### src/rtl/ula_contention_sched.sv
// ula_contention_sched: Z80 clock-enable generator with 48K raster tracking,
// ULA memory contention and frame interrupt. Runs entirely on clk_main.
module ula_contention_sched #(
  parameter int DIV_NORMAL      = 8,
  parameter int DIV_TURBO       = 4,
  parameter int TS_PER_LINE     = 224,
  parameter int LINES_PER_FRAME = 312,
  parameter int CONT_FIRST_LINE = 64,
  parameter int CONT_LINES      = 192,
  parameter int CONT_TS         = 128,
  parameter int INT_LEN         = 32
) (
  input  logic       clk_main,
  input  logic       reset,
  input  logic       cpu_turbo,
  input  logic       cont_enable,
  input  logic       cont_req,
  output logic       cpu_ce,
  output logic       cpu_stall,
  output logic       int_n,
  output logic       frame_start,
  output logic [8:0] tstate,
  output logic [8:0] line
);

  localparam int PSW = (DIV_NORMAL > 1) ? $clog2(DIV_NORMAL) : 1;

  localparam logic [PSW-1:0] PS_LAST_N = PSW'(DIV_NORMAL - 1);
  localparam logic [PSW-1:0] PS_LAST_T = PSW'(DIV_TURBO - 1);
  localparam logic [8:0]     TS_LAST   = 9'(TS_PER_LINE - 1);
  localparam logic [8:0]     LINE_LAST = 9'(LINES_PER_FRAME - 1);
  localparam logic [8:0]     CONT_LO   = 9'(CONT_FIRST_LINE);
  localparam logic [8:0]     CONT_HI   = 9'(CONT_FIRST_LINE + CONT_LINES - 1);
  localparam logic [8:0]     CONT_TSL  = 9'(CONT_TS);
  localparam logic [8:0]     INT_TSL   = 9'(INT_LEN);

  logic [PSW-1:0] ps;
  logic           turbo_sel;   // divider choice, only changes at a T-state boundary
  logic [2:0]     stall_cnt;   // T-states still to withhold after the first one
  logic           served;      // current request already had its contention
  logic           tick;
  logic           win;
  logic [2:0]     delay;

  // Decode the T-state tick, the contention window and the ULA delay for this T-state.
  always_comb begin
    tick = 1'b0;
    if (turbo_sel) begin
      tick = (ps == PS_LAST_T);
    end else begin
      tick = (ps == PS_LAST_N);
    end
    win = !cpu_turbo && cont_enable &&
          (line >= CONT_LO) && (line <= CONT_HI) && (tstate < CONT_TSL);
    case (tstate[2:0])
      3'd0:    delay = 3'd6;
      3'd1:    delay = 3'd5;
      3'd2:    delay = 3'd4;
      3'd3:    delay = 3'd3;
      3'd4:    delay = 3'd2;
      3'd5:    delay = 3'd1;
      default: delay = 3'd0;
    endcase
  end

  // Prescaler and raster position; frame_start marks the wrap to line 0 / tstate 0.
  always_ff @(posedge clk_main) begin
    if (reset) begin
      ps          <= '0;
      turbo_sel   <= cpu_turbo;
      tstate      <= 9'd0;
      line        <= 9'd0;
      frame_start <= 1'b0;
    end else if (tick) begin
      ps          <= '0;
      turbo_sel   <= cpu_turbo;
      frame_start <= 1'b0;
      if (tstate == TS_LAST) begin
        tstate <= 9'd0;
        if (line == LINE_LAST) begin
          line        <= 9'd0;
          frame_start <= 1'b1;
        end else begin
          line <= line + 9'd1;
        end
      end else begin
        tstate <= tstate + 9'd1;
      end
    end else begin
      ps          <= ps + PSW'(1);
      frame_start <= 1'b0;
    end
  end

  // Contention arbiter: grant or withhold one CPU T-state per tick.
  always_ff @(posedge clk_main) begin
    if (reset) begin
      cpu_ce    <= 1'b0;
      cpu_stall <= 1'b0;
      stall_cnt <= 3'd0;
      served    <= 1'b0;
    end else begin
      // A request is marked served at the first tick it sees with no stall running.
      served <= cont_req && (served || (tick && (stall_cnt == 3'd0)));
      if (!tick) begin
        cpu_ce <= 1'b0;
      end else if (stall_cnt != 3'd0) begin
        cpu_ce    <= 1'b0;
        stall_cnt <= stall_cnt - 3'd1;
        cpu_stall <= (stall_cnt != 3'd1);
      end else if (cont_req && !served && win && (delay != 3'd0)) begin
        cpu_ce    <= 1'b0;
        stall_cnt <= delay - 3'd1;
        cpu_stall <= (delay > 3'd1);
      end else begin
        cpu_ce    <= 1'b1;
        cpu_stall <= 1'b0;
      end
    end
  end

  // Frame interrupt: low for the first INT_LEN T-states of line 0.
  always_ff @(posedge clk_main) begin
    if (reset) begin
      int_n <= 1'b1;
    end else begin
      int_n <= !((line == 9'd0) && (tstate < INT_TSL));
    end
  end

endmodule
### config.mk
export PLATFORM = sky130hd
export DESIGN_NAME = ula_contention_sched
export DESIGN_NICKNAME = d
export VERILOG_FILES = /design/src/rtl/ula_contention_sched.sv
export SDC_FILE = /design/constraint.sdc
export NUM_CORES = 1
export LEC_CHECK = 0
export BUFFER_PORTS_ARGS = -buffer_cell sky130_fd_sc_hd__buf_2
export CAP_MARGIN = 25
export CORE_MARGIN = 2
export CORE_UTILIZATION = 30
export CTS_BUF_LIST = sky130_fd_sc_hd__clkbuf_4
export DETAILED_ROUTE_END_ITERATION = 16
export GPL_ROUTABILITY_DRIVEN = 0
export SLEW_MARGIN = 20
export SYNTH_ARGS = -nofsm -noshare
export SYNTH_HDL_FRONTEND = slang
export SYNTH_SLANG_ARGS = --single-unit
### constraint.sdc
create_clock -name clk_main -period 2 [get_ports clk_main]
set_clock_uncertainty 0.2 [all_clocks]
set_input_delay 0.2 -clock clk_main [delete_from_list [all_inputs] [get_ports clk_main]]
set_output_delay 0.2 -clock clk_main [all_outputs]
set_load 0.05 [all_outputs]
==> metrics <==
drt total wl 4140 um; FFs w/ async S/R, synth 0; H-tree levels 2; Worst Slack Setup Final -33.8 ps; PwrDens 467 nW/um2; # diodes 0; HP Start reset; row count 27; worst relative slew slack 0.662; Max Cap Violations 0; maximum vdd ir drop between 0.3 and 0.4 mV; Yosys cell types 48; Crit Reg-Reg Startpoint line[1]; Commonest cells post-synth dfxtp_1, nor2_1, ha_1, inv_1, nand2_1; synth top area cells dfxtp_1, ha_1, nor2_1, xor2_1, xnor2_1; WP data required 2020 ps; Worst EP arrival ~2000 ps; first-pass GRT wire length approximately 6600 um; Worst-Margin Slew 507 ps; routed vias between 1500 and 2000; Mapped Nets 210; critical path's top delay family simple AND/OR/NAND/NOR gates; unrepaired setup endpoints after global routing yes; failing checks setup timing; Setup WS pre-CTS -49.6 ps; number of flops mapped to enable cells by yosys 1; Worst R2R End stall_cnt[2]; port bufs 26; CP max stage cell or4_4; Die Area ~6300 um2; fmax 492 MHz; Initial Util 0.310; Syn Area/Cell just under 9 um2; CTS Buf Count 5; Reg2Reg Depth 8; DP Wirelength 3060 um; vias in the first global route 1368; # IOs 27; fin. max-slew vios 0; crit-path max FO 3; CP bufs+invs 0; first-pass detailed-route iteration total 4; Core ar. 5470 um2; initial antenna violation count 0; Synth Cell Area approximately 1700 um2; Chip Width 79.3 um; TritonCTS clock tree built; min-delay worst type in -> reg; clk_lat worst skew between 300 and 400 ps; Warnings, synthesis 0; Worst Setup EP stall_cnt[2]; Final min period 2030 ps; final period utilization 1.02; Die Y ~79 um; Wirelength per Cell roughly 13 um; Synth Instances 190; TNS Setup -64.1 ps; layout cells sized above 1 0.418; r2r setup slk -30 ps; Syn-to-layout area delta 35.1%; CP cell instances ha_4, nand2_2, nor3_2, ha_2, or4_4, a31oi_4, or3_1, a21oi_2; DR iter-0 viols 35; area leader, netlist dfxtp_1; startpoint types flop; path length in cells of the critical path 8; largest net degree at the start of global routing 23; Synth top area share 0.342; CTS Root Cell clkbuf_4; Final Hold Vio Count 0; Setup violations, final 3; status finished, violations left; register clock-pin slew on the reported worst setup and hold paths roughly 100 ps; count leader, synth dfxtp_1; ys flop type dfxtp_1; DRC Markers 0; Setup crit start line[1]; drt via density ~4.8; global route overflow 0; critical path type reg -> reg; max incr delay on CP 540 ps; total track usage 0.138; Yosys reg bits 30; Static Leak 0.939 nW; Final Net Count 263; Clock Tree Buf Depth 2; # clock sinks 30; post-route ant nets 0; Seq/Total Area, Yosys 0.359; CP Capture Type flop
## state kept, by name, summed over array words and instances, names as in the netlist
signal / cells
line: 9
tstate: 9
turbo_sel: 1
served: 1
frame_start: 1
int_n: 1
cpu_ce: 1
ps: 3
stall_cnt: 3
cpu_stall: 1
## how the worst min path moves through the flow
stage,to,depth (start not counted)
6_report,line[1],2
5_1_grt,line[8],2
4_1_cts,tstate[8],2
3_5_place_dp,ps[0],1
3_3_place_gp,ps[0],1
2_1_floorplan,turbo_sel,0
## report_power, final
group | switching [mW] | total [mW] | internal, mW
sequential | 0.00683 | 0.607 | 0.600
combinational | 0.0565 | 0.0933 | 0.0368
clock | 0.227 | 0.372 | 0.145
## what timing repair did
action                                  CTS  global route
cloned                                    0             0
endpoints found under the hold margin     2             0
setup buffers                             0             1
endpoints found under the setup margin   10            13
pin swaps                                 3             5
resized for setup                         2            10
hold buffers                              2             0
## layout make-up
class / count / area, um2
Clock buffer: 6 / 45.0
Clock inverter: 2 / 8.76
Fill cell: 593 / 3180
Inverter: 15 / 56.3
Multi-Input combinational cell: 139 / 1110
Sequential cell: 30 / 651
Tap cell: 72 / 90.1
Timing Repair Buffer: 52 / 334
## per-stage QoR
| step | util | instance area [um2] | std cells | power (mW) | hold slack [ps] |
|---|---|---|---|---|---|
| 5_1_grt | 0.420 | 2300 | 316 | 1.12 | 82.9 |
| 2_1_floorplan | - | 1800 | 190 | 0.681 | 98.9 |
| 6_report | 0.420 | 2300 | 316 | 1.07 | 92.6 |
| 3_3_place_gp | 0.393 | 2150 | 305 | 0.705 | 210 |
| 4_1_cts | 0.409 | 2240 | 315 | 1.08 | 75.1 |
| 3_5_place_dp | 0.393 | 2150 | 305 | 0.706 | 218 |
## cells by family after synthesis
family / count (synthesis) / synth area share
mux: 2 / 0.0118
xor+xnor: 16 / 0.0869
compound gates: 24 / 0.102
simple gates: 82 / 0.277
flops: 30 / 0.359
fa+ha+maj: 15 / 0.110
buf+inv: 21 / 0.0523
## metal layers
metal	up-vias	share of wire	track usage
li1	767	-	-
met4	0	0.012	0.0672
met3	4	0.045	0.0318
met1	703	0.49	0.185
met5	-	0	0
met2	37	0.45	0.207
## cells in the final DEF, fill, tap and decap left out, types with 7 or more instances in the layout
| cell type | instances |
|---|---|
| xnor2_1 | 7 |
| xor2_1 | 8 |
| nand2_1 | 10 |
| buf_4 | 23 |
| dfxtp_1 | 15 |
| nor2_1 | 22 |
| ha_1 | 11 |
| inv_1 | 15 |
| nand4_1 | 7 |
| dfxtp_4 | 9 |
| a21oi_1 | 8 |
| buf_2 | 26 |
(Power assumes the default switching activity.)
